### src/rtl/uart_fifo_transceiver.sv
// uart_fifo_transceiver: 16x-oversampled UART with TX/RX FIFOs and sticky error flags.
// Defining UART_PARITY_EN adds a parity bit in both directions (PARITY_ODD selects odd).
module uart_fifo #(
    parameter int W = 8,
    parameter int DEPTH = 16
) (
    input  logic         clk,
    input  logic         rst_n,
    input  logic         wr,
    input  logic [W-1:0] din,
    input  logic         rd,
    output logic [W-1:0] dout,
    output logic         full,
    output logic         empty
);
    localparam int AW = $clog2(DEPTH);
    logic [W-1:0] mem [DEPTH];
    logic [AW:0] wp, rp;
    logic we, re;
    assign empty = wp == rp;
    assign full = (wp[AW] != rp[AW]) && (wp[AW-1:0] == rp[AW-1:0]);
    assign re = rd && !empty;
    // a read frees a slot in the same cycle, so a full FIFO still accepts a write alongside it
    assign we = wr && (!full || re);
    assign dout = empty ? '0 : mem[rp[AW-1:0]];
    always_ff @(posedge clk)
        if (we) mem[wp[AW-1:0]] <= din;
    always_ff @(posedge clk or negedge rst_n)
        if (!rst_n) begin
            wp <= '0;
            rp <= '0;
        end else begin
            if (we) wp <= wp + 1'b1;
            if (re) rp <= rp + 1'b1;
        end
endmodule

module uart_fifo_transceiver #(
    parameter int CLK_FREQ = 100000000,
    parameter int BAUD = 9600,
    parameter int DATA_BITS = 8,
    parameter int FIFO_DEPTH = 16
`ifdef UART_PARITY_EN
    ,
    parameter bit PARITY_ODD = 1'b0
`endif
) (
    input  logic                 sysclk,
    input  logic                 reset,
    input  logic                 rxd,
    output logic                 txd,
    input  logic [DATA_BITS-1:0] tx_data,
    input  logic                 tx_wr,
    output logic                 tx_full,
    output logic [DATA_BITS-1:0] rx_data,
    input  logic                 rx_rd,
    output logic                 rx_empty,
    input  logic                 err_clr,
    output logic                 frame_err,
    output logic                 parity_err,
    output logic                 overrun,
    output logic                 irq
);
    localparam int DIV = CLK_FREQ / (BAUD * 16);
    localparam int DW = $clog2(DIV + 1);
    localparam int CW = $clog2(DIV * 16);
    localparam logic [DW-1:0] DIV_M1 = DW'(DIV - 1);
    localparam logic [CW-1:0] BIT_M1 = CW'(DIV * 16 - 1);
    localparam logic [2:0] LAST = 3'(DATA_BITS - 1);
    typedef enum logic [2:0] {IDLE, START, DATA, PARITY, STOP} state_t;
`ifdef UART_PARITY_EN
    localparam state_t AFTER_DATA = PARITY;
`else
    localparam state_t AFTER_DATA = STOP;
`endif

    logic [DW-1:0] baud_cnt;
    logic tick;
    assign tick = baud_cnt == DIV_M1;
    always_ff @(posedge sysclk or negedge reset)
        if (!reset) baud_cnt <= '0;
        else baud_cnt <= tick ? '0 : baud_cnt + 1'b1;

    logic [2:0] rx_sync;
    logic rx_s;
    assign rx_s = rx_sync[1];
    always_ff @(posedge sysclk or negedge reset)
        if (!reset) rx_sync <= '1;
        else rx_sync <= {rx_sync[1:0], rxd};

    state_t rx_st, tx_st;
    logic [3:0] rx_tc;
    logic [2:0] rx_bc, tx_bc;
    logic [DATA_BITS-1:0] rx_sh, tx_sh, tx_q;
    logic [CW-1:0] tx_cc;
    logic rx_brk, rx_push, rx_full, tx_empty, tx_pop, tx_done;

    uart_fifo #(.W(DATA_BITS), .DEPTH(FIFO_DEPTH)) u_tx_fifo (
        .clk(sysclk), .rst_n(reset), .wr(tx_wr), .din(tx_data), .rd(tx_pop),
        .dout(tx_q), .full(tx_full), .empty(tx_empty));
    uart_fifo #(.W(DATA_BITS), .DEPTH(FIFO_DEPTH)) u_rx_fifo (
        .clk(sysclk), .rst_n(reset), .wr(rx_push), .din(rx_sh), .rd(rx_rd),
        .dout(rx_data), .full(rx_full), .empty(rx_empty));

    assign irq = !rx_empty || frame_err || parity_err || overrun;

`ifndef UART_PARITY_EN
    assign parity_err = 1'b0;
`endif

    // rx_tc counts ticks modulo 16; it is re-zeroed at the start edge and at mid-start
    always_ff @(posedge sysclk or negedge reset)
        if (!reset) begin
            rx_st <= IDLE;
            rx_tc <= '0;
            rx_bc <= '0;
            rx_sh <= '0;
            rx_brk <= 1'b0;
            rx_push <= 1'b0;
            frame_err <= 1'b0;
            overrun <= 1'b0;
`ifdef UART_PARITY_EN
            parity_err <= 1'b0;
`endif
        end else begin
            rx_push <= 1'b0;
            if (err_clr) begin
                frame_err <= 1'b0;
                overrun <= 1'b0;
`ifdef UART_PARITY_EN
                parity_err <= 1'b0;
`endif
            end
            if (rx_push && rx_full && !rx_rd) overrun <= 1'b1;
            if (tick) rx_tc <= rx_tc + 1'b1;
            case (rx_st)
                IDLE: if (rx_sync[2] && !rx_s) begin
                    rx_st <= START;
                    rx_tc <= '0;
                end
                START: if (tick && rx_tc == 4'd7) begin
                    rx_tc <= '0;
                    rx_bc <= '0;
                    rx_st <= rx_s ? IDLE : DATA;
                end
                DATA: if (tick && rx_tc == 4'd15) begin
                    rx_sh <= {rx_s, rx_sh[DATA_BITS-1:1]};
                    rx_bc <= rx_bc + 1'b1;
                    if (rx_bc == LAST) rx_st <= AFTER_DATA;
                end
`ifdef UART_PARITY_EN
                PARITY: if (tick && rx_tc == 4'd15) begin
                    if (rx_s != (^rx_sh ^ PARITY_ODD)) parity_err <= 1'b1;
                    rx_st <= STOP;
                end
`endif
                STOP: if (rx_brk) begin
                    if (rx_s) begin
                        rx_brk <= 1'b0;
                        rx_st <= IDLE;
                    end
                end else if (tick && rx_tc == 4'd15) begin
                    if (rx_s) begin
                        rx_push <= 1'b1;
                        rx_st <= IDLE;
                    end else begin
                        frame_err <= 1'b1;
                        rx_brk <= 1'b1;
                    end
                end
                default: rx_st <= IDLE;
            endcase
        end

    // TX times whole bits with its own cycle counter so every bit is exactly 16*DIV cycles
    assign tx_done = tx_cc == BIT_M1;
    assign tx_pop = !tx_empty && (tx_st == IDLE || (tx_st == STOP && tx_done));
`ifdef UART_PARITY_EN
    logic tx_par;
`endif
    always_ff @(posedge sysclk or negedge reset)
        if (!reset) begin
            tx_st <= IDLE;
            tx_cc <= '0;
            tx_bc <= '0;
            tx_sh <= '0;
            txd <= 1'b1;
`ifdef UART_PARITY_EN
            tx_par <= 1'b0;
`endif
        end else begin
            if (tx_st != IDLE) tx_cc <= tx_done ? '0 : tx_cc + 1'b1;
            if (tx_pop) begin
                tx_st <= START;
                txd <= 1'b0;
                tx_sh <= tx_q;
`ifdef UART_PARITY_EN
                tx_par <= ^tx_q ^ PARITY_ODD;
`endif
            end else case (tx_st)
                START: if (tx_done) begin
                    txd <= tx_sh[0];
                    tx_sh <= tx_sh >> 1;
                    tx_bc <= '0;
                    tx_st <= DATA;
                end
                DATA: if (tx_done) begin
`ifdef UART_PARITY_EN
                    txd <= tx_bc == LAST ? tx_par : tx_sh[0];
`else
                    txd <= tx_bc == LAST ? 1'b1 : tx_sh[0];
`endif
                    tx_sh <= tx_sh >> 1;
                    tx_bc <= tx_bc + 1'b1;
                    if (tx_bc == LAST) tx_st <= AFTER_DATA;
                end
                PARITY: if (tx_done) begin
                    txd <= 1'b1;
                    tx_st <= STOP;
                end
                STOP: if (tx_done) tx_st <= IDLE;
                default: tx_st <= IDLE;
            endcase
        end
endmodule

### config.mk
export PLATFORM = sky130hd
export DESIGN_NAME = uart_fifo_transceiver
export DESIGN_NICKNAME = d
export VERILOG_FILES = /design/src/rtl/uart_fifo_transceiver.sv
export SDC_FILE = /design/constraint.sdc
export NUM_CORES = 1
export LEC_CHECK = 0
export CORE_UTILIZATION = 69
export CTS_BUF_LIST = sky130_fd_sc_hd__clkbuf_4 sky130_fd_sc_hd__clkbuf_8
export DETAILED_ROUTE_END_ITERATION = 10
export PLACE_DENSITY_LB_ADDON = 0.3
export REMOVE_ABC_BUFFERS = 1
export SLEW_MARGIN = 0
export SYNTH_ARGS = -nofsm -noshare
export SYNTH_HDL_FRONTEND = slang
export SYNTH_SLANG_ARGS = --single-unit
### constraint.sdc
create_clock -name sysclk -period 4.05 [get_ports sysclk]
set_input_delay 0.81 -clock sysclk [delete_from_list [all_inputs] [get_ports sysclk]]
set_output_delay 0.81 -clock sysclk [all_outputs]
set_load 0.05 [all_outputs]
Yosys cells after proc, flatten, opt, wreduce, memory -nomap -nowiden:

Memory sizes are Yosys's and may differ from the RTL's.
Cells that the tools add are included.

* bits in registers: 84
* memory bits (writable): 256
* bits of input ports: 14
* output and inout bits: 15
* word-level logic and storage cells: 159
* memories kept: 2

Memories
* u_rx_fifo.mem: depth 16, bits a word 8, read ports 1, clocked after Yosys merged registers in 0, write ports 1, RTL line 17 `logic [W-1:0] mem [DEPTH];`
* u_tx_fifo.mem: depth 16, bits a word 8, read ports 1, clocked after Yosys merged registers in 0, write ports 1, RTL line 17

* add/sub/neg operators: 9
* equality and inequality tests: 31
* multiplexer cells: 56
* bitwise gates (word level): 1
* reductions and logical operators: 41

Operators by type and width (count)
* 2-to-1 mux 3 bit: 16
* 2-to-1 mux 8 bit: 5
* one-hot mux 3 bit (4 select lines): 2
* 2-to-1 mux 1 bit: 23
* adder 5 x 1 -> 5 bit, second input constant: 4
* != test 3 x 2 -> 1 bit, second input constant: 5
* adder 14 x 1 -> 14 bit, second input constant: 1
* == test 14 bit, second input constant: 1
* 2-to-1 mux 14 bit: 1
* logical AND 1 bit: 13
* == test 3 bit, second input constant: 4
* 2-to-1 mux 4 bit: 3
* != test 2 bit, second input constant: 6
* one-hot mux 3 bit (2 select lines): 2
* adder 10 x 1 -> 10 bit, second input constant: 1
* == test 10 bit, second input constant: 1
* == test 5 bit: 2
* 2-to-1 mux 10 bit: 1
* AND reduction 5 bit: 2
* nonzero test 2 bit: 5
* == test 3 x 2 -> 1 bit, second input constant: 3
* == test 4 bit: 2
* one-hot mux 4 bit (2 select lines): 1
* AND reduction 4 bit: 2
* 18 further kinds: 32

Depth between registers and ports, before layout:

Gate-level depths: netlist of run 1.

* depth after elaboration: 9
* gate-level depth with buffers: 8
* gate-level depth less buffers: 7

Cells and area by module:

From an unflattened synthesis of run 1, not the netlist that was laid out.

* cells, all modules: 831
* area, all modules: 14311.2 um^2

Modules (own cells, without submodules)
* uart_fifo at u_tx_fifo: times used 1, cells each 271, area each 5620.4 um^2, sequential area each 4093.9 um^2
* uart_fifo at u_rx_fifo: times used 1, cells each 271, area each 5552.8 um^2, sequential area each 4093.9 um^2
* uart_fifo_transceiver: times used 1, cells each 289, area each 3138.0 um^2, sequential area each 1606.5 um^2

Worst setup path after synthesis of run 1:

OpenSTA, ideal clock, no wires.

* path type: register to output
* start point: register u_rx_fifo.rp[1]
* end point: output port irq
* arrival: 2.289 ns
* required time: 3.240 ns
* path slack: 0.951 ns
* stages on the path, launching flop included: 7
* buffers on the path: 2
* cells stage by stage: dfrtp_1 -> clkbuf_1 -> xnor2_1 -> nand4_1 -> nor2b_1 -> clkbuf_1 -> nand2_1

* word-level cells in the longest chain between the ends: 4

Ends and longest elaborated chain
* start, declared: RTL line 18 `logic [AW:0] wp, rp;`
* start signal, assigned: RTL line 34 `if (re) rp <= rp + 1'b1;`
* == test 5 bit: RTL line 20 `assign empty = wp == rp;`
* net rx_empty: RTL line 57 `output logic rx_empty,`
* logical NOT 1 bit: RTL line 105 `assign irq = !rx_empty || frame_err || parity_err || overrun;`
* logical OR 1 bit (2 in a row): RTL line 105
* end, declared: RTL line 62 `output logic irq`

The timed path passes the listed nets, and every way through them passes these cells.

Worst setup path in the final report of run 1:

* start point: register u_rx_fifo.rp[0]
* end point: output port rx_data[0]

* word-level cells in the longest chain between the ends: 2
* elaborated cells between the ends (all ways): 3
* classes of those cells: eq/ne (1); mux (1); memory (1)

Ends and longest elaborated chain
* memory (16 x 8 bit) or == test 5 bit (tied branches)
* 2-to-1 mux 8 bit (*): RTL line 25 `assign dout = empty ? '0 : mem[rp[AW-1:0]];`
* end, declared: RTL line 55 `output logic [DATA_BITS-1:0] rx_data,`

Every way passes the cells marked *; elsewhere a longest branch is shown, timed or not.

==> run_results.csv, run 1 <==
group,metric,value,unit
place,hpwlAfterDp,17800,µm
power_and_ir_drop,p_leak,6.15,nW
timing,fin_tns_setup,0,ns
grt,grt_max_degree,85,
logic_synthesis,yosysUniqueCellTypes,62,
layout,final_util,77.8,%
timing,final.period_utilization,91.4,%
power_and_ir_drop,p_total,0.00887,W
detailed_routing,viasPerCell,6.40,
floorplan,row_count,52,
critical_path,start_kind,"register",
place,gp_congestion,0.830,
critical_path,crit_type,"register to output port",
detailed_routing,num_vias,7569,
layout,final_cells,1183,
clocking,clock_latency,0.59,ns
clocking,cts_root_buf,"clkbuf_8",
grt,grt_antenna_before_repair,0,
critical_path,worstPathCellList,"buf_12, mux4_2, mux4_2, nor2b_1, buf_4",
logic_synthesis,ys_top_cells_by_area,"edfxtp_1 (54%), dfrtp_1 (14%), mux4_2 (10%), xnor2_1 (1.7%), ha_1 (1.6%)",
grt,grt_first_pass_wirelength,44300,µm
layout,drive_gt1_share,23.1,%
detailed_routing,drt-wirelength-per-cell,23.6,µm
timing,hold_viol,0,
critical_path,worstPathArrival,2.89,ns
detailed_routing,drt-initial-drc-count,729,
floorplan,die-area,21200,µm²
critical_path,crit_top_cell,"mux4_2",
timing,holdWs,0.365,ns
layout,diodes,0,
logic_synthesis,synthCells,820,
detailed_routing,drc,0,
clocking,holdBufCountCts,0,
logic_synthesis,synth_commonest_cells,"edfxtp_1 (256), dfrtp_1 (80), mux4_2 (65)",
flow_run,drv_cap,0,
logic_synthesis,yosysTopAreaCellShare,54.0,%
place,portBuffers,27,
floorplan,die_h,146,µm
critical_path,critPathSlowestCell,"dfrtp_2",
grt,grt_use_total,27.8,%
logic_synthesis,yosysTopAreaCell,"edfxtp_1",
clocking,post-cts-setup-buffers,0,
power_and_ir_drop,power_density,564,nW/µm²
grt,grt_pass1_vias,8070,
clocking,cts.sinks,340,
critical_path,crit_required,3.24,ns
layout,syn2layout_area_growth,10.7,%
logic_synthesis,synth_seq_cells,340,
layout,num-nets-final,902,
power_and_ir_drop,ir_worst_vdd,535,µV
clocking,htree_levels,2,
timing,setup_viol_count_final,0,
floorplan,ioPinCount,29,
grt,grt-ovfl-total,0,
logic_synthesis,synth_most_common_cell,"edfxtp_1",
critical_path,worst-path-buf-inv,2,
timing,fmax,0.270,GHz
critical_path,cpLargestDelayFamily,"multiplexers",
clocking,clock_path_buffers,3,
floorplan,core,20200,µm²
timing,worstMarginPinSlew,1.08,ns
detailed_routing,finalWirelength,27900,µm
timing,slew_violations,0,
floorplan,start_util,70.3,%
timing,rsz0062_at_grt,"false",
detailed_routing,postRouteAntennaNets,0,
timing,slew_headroom,28.0,%
critical_path,cpPeakStageDelay,0.65,ns
logic_synthesis,synth-edff-count,256,
logic_synthesis,synth-async-reset-ratio,24.7,%
place,placed_cells,1087,
worst_hold_path,hold_path_class,"register to register",
critical_path,critPathMaxFanout,24,
logic_synthesis,avgSynthCellArea,17.3,µm²
critical_path,endpoint_kind,"output port",
logic_synthesis,netlist_area,14200,µm²
timing,min_period,3.70,ns
floorplan,die_w,146,µm
clocking,cts_tree,"yes",
run_status,status,"finished, final reports clean",
logic_synthesis,yosysWarnings,0,
logic_synthesis,ys_seq_area_share,68.9,%
clocking,cts_resized,0,
timing,fin_skew,0.0327,ns
clocking,path_clk_slew,0.06,ns
clocking,cts_buffers,51,
logic_synthesis,ys.flop_type,"edfxtp_1",
detailed_routing,firstDrtPassIters,5,
-- where the power goes --
part,switching (W),internal [W]
combinational,0.000931,0.000863
clock,0.00125,0.00152
sequential,0.000295,0.00402
total,0.00247,0.00640
-- layout by cell type (no fill, tap or decap), types with 21 or more instances in the layout --
master,count
nand2_1,39
mux4_2,65
dfrtp_1,79
nor2_1,25
buf_4,21
and3_1,31
o21ai_0,24
edfxtp_1,256
clkbuf_4,26
clkbuf_8,56
xnor2_1,27
-- registers in the layout (all words and copies together), names as in the netlist, 4 cells and up --
signal,cells
u_rx_fifo.rp,5
u_tx_fifo.wp,5
u_rx_fifo.mem,128
u_rx_fifo.wp,5
baud_cnt,10
rx_sh,8
tx_cc,14
u_tx_fifo.rp,5
u_tx_fifo.mem,128
rx_tc,4
tx_sh,8
-- area by class of cell --
class | instances | area, µm²
clock buffers | 82 | 966
clock inverters | 14 | 76.3
fillers | 1040 | 4490
inverters | 10 | 37.5
multi-input cells | 428 | 4170
flip-flops and latches | 340 | 9800
well taps | 270 | 338
repair buffers | 39 | 358
-- cell families (layout without fill, tap and decap cells) --
kind of cell / Yosys count / after routing / share of synthesized area [%]
and+or+nand+nor: 195 / 195 / 7.91
xor gates and xnor gates: 43 / 43 / 2.65
muxes: 101 / 101 / 13.8
AOI/OAI and AO/OA: 70 / 70 / 3.38
other: 1 / 1 / 0.0264
adders and majority gates: 18 / 18 / 1.58
buffers and inverters: 52 / 145 / 1.82
DFF: 340 / 340 / 68.9
-- routing by layer --
layer	vias up	part of all wire (%)	GRT usage (%)	wire, µm
met5	-	0	0	0
met3	67	6.8	4.92	1910
met1	3859	39	36.9	10800
li1	3324	-	-	-
met4	0	2.6	9.79	731
met2	319	52	47.3	14500
-- worst paths after layout --
kind	depth (start not counted)	endpoint	slack, ns	startpoint
max	5	rx_data[0]	0.35	u_rx_fifo.rp[0]
min	0	rx_sync[1]	0.36	rx_sync[0]
max reg2reg	5	u_tx_fifo.mem[6][5]	1.04	tx_cc[0]
min reg2reg	0	rx_sync[1]	0.36	rx_sync[0]
max in group asynchronous	1	u_rx_fifo.rp[0]	2.88	reset
min in group asynchronous	1	rx_sh[5]	0.44	reset
-- through the flow --
step	area (µm²)	setup WS, ns
after floorplan	14000	-0.396
after global placement	14700	0.996
after detailed placement	14700	0.931
after CTS	15700	0.307
after global routing	15700	0.218
final	15700	0.346
Note: power is estimated with default switching activity, not from simulation.
==> run 2: changes to the inputs <==
--- a/config.mk
+++ b/config.mk
@@ -10,7 +10,7 @@
 export DETAILED_ROUTE_END_ITERATION = 10
 export PLACE_DENSITY_LB_ADDON = 0.3
 export REMOVE_ABC_BUFFERS = 1
-export SLEW_MARGIN = 0
+export SLEW_MARGIN = 20
 export SYNTH_ARGS = -nofsm -noshare
 export SYNTH_HDL_FRONTEND = slang
 export SYNTH_SLANG_ARGS = --single-unit
==> run 2 against run 1 <==
  * Worst hold slack got worse by 0.069 ns
  * Critical endpoint unchanged
  * Final area hardly changed
  * Largest cell class unchanged
  * Maximum frequency about the same
==> run_results.csv, run 2 (synthesized netlist as in run 1, its figures left out) <==
group,metric,value,unit
timing,slew_violations,0,
clocking,cts_resized,0,
critical_path,cpPeakStageDelay,0.65,ns
floorplan,start_util,70.3,%
flow_run,drv_cap,0,
detailed_routing,drt-initial-drc-count,729,
clocking,clock_latency,0.59,ns
timing,fin_tns_setup,0,ns
clocking,cts.sinks,340,
critical_path,crit_top_cell,"mux4_2",
floorplan,core,20200,µm²
layout,drive_gt1_share,23.1,%
floorplan,die_h,146,µm
clocking,cts_buffers,51,
timing,min_period,3.70,ns
grt,grt_antenna_before_repair,0,
grt,grt_pass1_vias,8070,
floorplan,die_w,146,µm
detailed_routing,drt-wirelength-per-cell,23.6,µm
critical_path,crit_required,3.24,ns
place,hpwlAfterDp,17800,µm
layout,final_util,77.8,%
clocking,clock_path_buffers,3,
power_and_ir_drop,ir_worst_vdd,535,µV
floorplan,row_count,52,
layout,num-nets-final,902,
layout,syn2layout_area_growth,10.7,%
timing,hold_viol,0,
layout,layout_commonest_cell,"edfxtp_1",
floorplan,die-area,21200,µm²
power_and_ir_drop,p_leak,6.15,nW
critical_path,worstPathCellList,"buf_12, mux4_2, mux4_2, nor2b_1, buf_4",
detailed_routing,postRouteAntennaNets,0,
grt,grt-ovfl-total,0,
timing,final.period_utilization,91.4,%
layout,layout_common_cells,"edfxtp_1 (256), dfrtp_1 (79), mux4_2 (65), clkbuf_8 (56), nand2_1 (39)",
grt,grt_use_total,27.8,%
timing,fmax,0.270,GHz
run_status,status,"finished, final reports clean",
detailed_routing,num_vias,7567,
clocking,holdBufCountCts,0,
critical_path,critPathSlowestCell,"dfrtp_2",
timing,setup_viol_count_final,0,
detailed_routing,firstDrtPassIters,5,
power_and_ir_drop,p_total,0.00887,W
critical_path,endpoint_kind,"output port",
clocking,htree_levels,2,
timing,rsz0062_at_grt,"false",
place,gp_congestion,0.830,
timing,fin_skew,0.0327,ns
critical_path,critPathMaxFanout,24,
critical_path,worstPathArrival,2.89,ns
detailed_routing,drc,0,
clocking,cts_root_buf,"clkbuf_8",
place,portBuffers,27,
grt,grt_max_degree,85,
critical_path,crit_type,"register to output port",
clocking,path_clk_slew,0.06,ns
grt,grt_first_pass_wirelength,44300,µm
timing,slew_headroom,44.1,%
floorplan,ioPinCount,29,
clocking,cts_tree,"yes",
clocking,post-cts-setup-buffers,0,
detailed_routing,viasPerCell,6.40,
power_and_ir_drop,power_density,564,nW/µm²
worst_hold_path,hold_path_class,"input port to async pin",
critical_path,start_kind,"register",
timing,worstMarginPinSlew,0.839,ns
layout,diodes,0,
detailed_routing,finalWirelength,27900,µm
timing,fin_ws,0.347,ns
place,pre_cts_ws,0.931,ns
[run 2: cell count changes in the layout (fill, tap and decap cells not counted)]
cell / change
buf_6: +1
buf_4: -1
[run 2: power breakdown]
| part | switching (W) | internal, W | leakage [nW] | total (W) |
|---|---|---|---|---|
| Sequential | 0.000295 | 0.00402 | 3.72 | 0.00431 |
| Clock | 0.00125 | 0.00152 | 0.561 | 0.00277 |
| Combinational | 0.000931 | 0.000864 | 1.87 | 0.00179 |
[run 2: final timing paths]
path | start | to | slack [ns] | depth (start not counted)
min in group sysclk | rx_sync[0] | rx_sync[1] | 0.36 | 0
hold reg to reg | rx_sync[0] | rx_sync[1] | 0.36 | 0
setup / recovery | u_rx_fifo.rp[0] | rx_data[0] | 0.35 | 5
max in group asynchronous | reset | u_rx_fifo.rp[0] | 3.21 | 1
hold / removal | reset | rx_sh[5] | 0.30 | 1
setup reg to reg | tx_cc[0] | u_tx_fifo.mem[6][5] | 1.04 | 5
[run 2: critical path, delay by kind of cell (launching register included)]
| kind | cells | cell delay, ns |
|---|---|---|
| multiplexers | 2 | 1.03 |
| AND/OR/NAND/NOR | 1 | 0.15 |
| buffers and inverters | 2 | 0.48 |
| flip-flops | 1 | 0.65 |
[run 2: per-stage QoR]
step / cell area, µm² / hold slack, ns / std cells
2_1_floorplan: 14000 / 0.345 / 778
3_3_place_gp: 14700 / 0.351 / 1087
3_5_place_dp: 14700 / 0.350 / 1087
4_1_cts: 15700 / 0.362 / 1183
5_1_grt: 15700 / 0.347 / 1183
6_report: 15700 / 0.296 / 1183
[run 2: layout make-up]
cell class                 instances  area [µm²]
sequential                       340        9800
clock buffer                      82         966
multi-input combinational        428        4170
timing repair buffer              39         362
fill                            1040        4490
inverter                          10        37.5
clock inverter                    14        76.3
tap                              270         338
[run 2: per-layer routing]
metal | GRT usage [%] | vias up | part of all wire, %
met5 | 0 | - | 0
met4 | 9.79 | 0 | 2.6
met3 | 4.92 | 67 | 6.9
met2 | 47.3 | 320 | 52
met1 | 36.9 | 3856 | 39
li1 | - | 3324 | -
==> run 3: changes to the inputs <==
--- a/config.mk
+++ b/config.mk
@@ -5,6 +5,7 @@
 export SDC_FILE = /design/constraint.sdc
 export NUM_CORES = 1
 export LEC_CHECK = 0
+export CORE_MARGIN = 8
 export CORE_UTILIZATION = 69
 export CTS_BUF_LIST = sky130_fd_sc_hd__clkbuf_4 sky130_fd_sc_hd__clkbuf_8
 export DETAILED_ROUTE_END_ITERATION = 10
@@ -14,3 +15,4 @@
 export SYNTH_ARGS = -nofsm -noshare
 export SYNTH_HDL_FRONTEND = slang
 export SYNTH_SLANG_ARGS = --single-unit
+export TNS_END_PERCENT = 20
==> run 3 against run 2 <==
  * Global-route usage down 6.1 points
  * Highest routed layer unchanged
  * Critical path depth unchanged
  * Flip-flop and latch count unchanged
  * Clock-buffer cell count down 6
  * Clock skew down 0.012 ns
  * Register-to-register slack better by 0.11 ns
  * Combinational power up 4%
  * Die area up 20%
  * Largest power group unchanged
  * Clock power about the same
  * Final area down 0.12%
==> run_results.csv, run 3 (synthesized netlist as in run 1, its figures left out) <==
group,metric,value,unit
run_status,status,"finished, final reports clean",
grt,grt_max_degree,85,
detailed_routing,drt-initial-drc-count,587,
critical_path,cpLargestDelayFamily,"multiplexers",
clocking,cts_resized,0,
clocking,clock_latency,0.58,ns
critical_path,worstPathArrival,2.67,ns
detailed_routing,dr_wl_met3,2080,µm
detailed_routing,postRouteAntennaNets,0,
place,portBuffers,27,
detailed_routing,finalWirelength,27700,µm
critical_path,cpPeakStageDelay,0.58,ns
floorplan,die_h,160,µm
detailed_routing,viasPerCell,6.46,
timing,min_period,3.48,ns
layout,syn2layout_area_growth,10.6,%
detailed_routing,firstDrtPassIters,5,
power_and_ir_drop,p_leak,6.14,nW
critical_path,crit_path_end,"rx_data[3]",
layout,layout_commonest_cell,"edfxtp_1",
place,hpwlAfterDp,17500,µm
timing,holdWs,0.311,ns
clocking,post-cts-setup-buffers,0,
timing,fmax,0.287,GHz
timing,slew_headroom,46.7,%
critical_path,crit_type,"register to output port",
critical_path,worstPathCellList,"buf_12, mux4_2, mux4_2, nor2b_1, buf_4",
floorplan,row_count,52,
grt,grt_antenna_before_repair,0,
floorplan,start_util,70.3,%
critical_path,rr_worst_depth,5,
place,gp_congestion,0.801,
floorplan,die-area,25500,µm²
critical_path,r2r_slack,1.15,ns
critical_path,worst-path-buf-inv,2,
critical_path,endpoint_kind,"output port",
clocking,cts.sinks,340,
critical_path,start_kind,"register",
critical_path,crit_path_start,"u_rx_fifo.rp[0]",
layout,layout_common_cells,"edfxtp_1 (256), dfrtp_1 (79), mux4_2 (65), clkbuf_8 (54), nand2_1 (39)",
critical_path,crit_top_cell,"mux4_2",
detailed_routing,drc,0,
worst_hold_path,hold_path_class,"input port to async pin",
clocking,cts_buffers,52,
timing,rsz0062_at_grt,"false",
clocking,htree_levels,2,
clocking,cts_tree,"yes",
critical_path,worst-path-stages,5,
floorplan,core,20200,µm²
power_and_ir_drop,power_density,564,nW/µm²
layout,drive_gt1_share,22.9,%
critical_path,timing.rr.end,"u_tx_fifo.mem[6][2]",
detailed_routing,met2_length,14000,µm
clocking,holdBufCountCts,0,
grt,grt-ovfl-total,0,
timing,setup_viol_count_final,0,
layout,num-nets-final,903,
critical_path,crit_required,3.24,ns
power_and_ir_drop,p_total,0.00887,W
floorplan,die_w,160,µm
flow_run,drv_cap,0,
detailed_routing,num_vias,7627,
timing,slew_violations,0,
grt,grt_use_total,21.8,%
clocking,cts_root_buf,"clkbuf_8",
grt,grt_pass1_vias,8085,
clocking,path_clk_slew,0.06,ns
critical_path,critPathMaxFanout,36,
layout,final_util,77.7,%
critical_path,regToRegStartpoint,"tx_cc[0]",
grt,grt_first_pass_wirelength,43700,µm
detailed_routing,drt-wirelength-per-cell,23.5,µm
timing,fin_tns_setup,0,ns
critical_path,critPathSlowestCell,"mux4_2",
clocking,clock_path_buffers,3,
floorplan,ioPinCount,29,
detailed_routing,top_layer,"met4",
detailed_routing,wl_met1,10900,µm
timing,hold_viol,0,
power_and_ir_drop,ir_worst_vdd,568,µV
timing,fin_skew,0.0209,ns
layout,diodes,0,
timing,final.period_utilization,85.9,%
timing,worstMarginPinSlew,0.797,ns
[run 3: changes by cell type in the layout (fill, tap and decap cells not counted), sizes merged]
| cell | before | now |
|---|---|---|
| bufinv | 0 | 1 |
| clkbuf | 82 | 76 |
| clkinv | 13 | 14 |
| inv | 11 | 13 |
[run 3: worst register-to-register path: stages (launching register included)]
cell and delay [ns]:
dfrtp_1 0.40, ha_1 0.24, and4_1 0.33, a41oi_2 0.25, a21boi_1 0.71, and3_1 0.60
[run 3: stage by stage]
step | cell area, µm² | std cells | worst slack (ns)
floorplan | 14000 | 778 | -0.396
global placement | 14700 | 1087 | 1.17
detailed placement | 14700 | 1087 | 1.07
CTS | 15700 | 1181 | 0.524
global route | 15700 | 1181 | 0.476
finish | 15700 | 1181 | 0.570
[run 3: area by class of cell]
class,count,area (µm²)
flip-flops and latches,340,9800
fillers,1052,4510
multi-input cells,428,4170
clock buffers,76,908
repair buffers,39,362
well taps,270,338
clock inverters,18,115
inverters,10,37.5
[run 3: how the worst min path moves through the flow]
stage	from	endpoint	slack, ns	cells after the start
4_1_cts	rx_sync[0]	rx_sync[1]	0.36	0
3_5_place_dp	rx_sync[0]	rx_sync[1]	0.35	0
6_report	reset	u_rx_fifo.rp[3]	0.31	1
2_1_floorplan	rx_sync[0]	rx_sync[1]	0.35	0
3_3_place_gp	rx_sync[0]	rx_sync[1]	0.35	0
5_1_grt	reset	u_rx_fifo.rp[3]	0.37	1
[run 3: power by group]
group | leakage (nW) | total, W | internal (W) | switching, W
logic | 1.87 | 0.00186 | 0.000869 | 0.000994
clock network | 0.551 | 0.00278 | 0.00151 | 0.00127
registers | 3.72 | 0.00423 | 0.00402 | 0.000214
total | 6.14 | 0.00887 | 0.00639 | 0.00248
[run 3: routing by layer]
metal	vias up	GRT usage, %
li1	3330	-
met1	3872	28.0
met2	366	36.7
met3	59	3.70
met4	0	8.45
met5	-	0
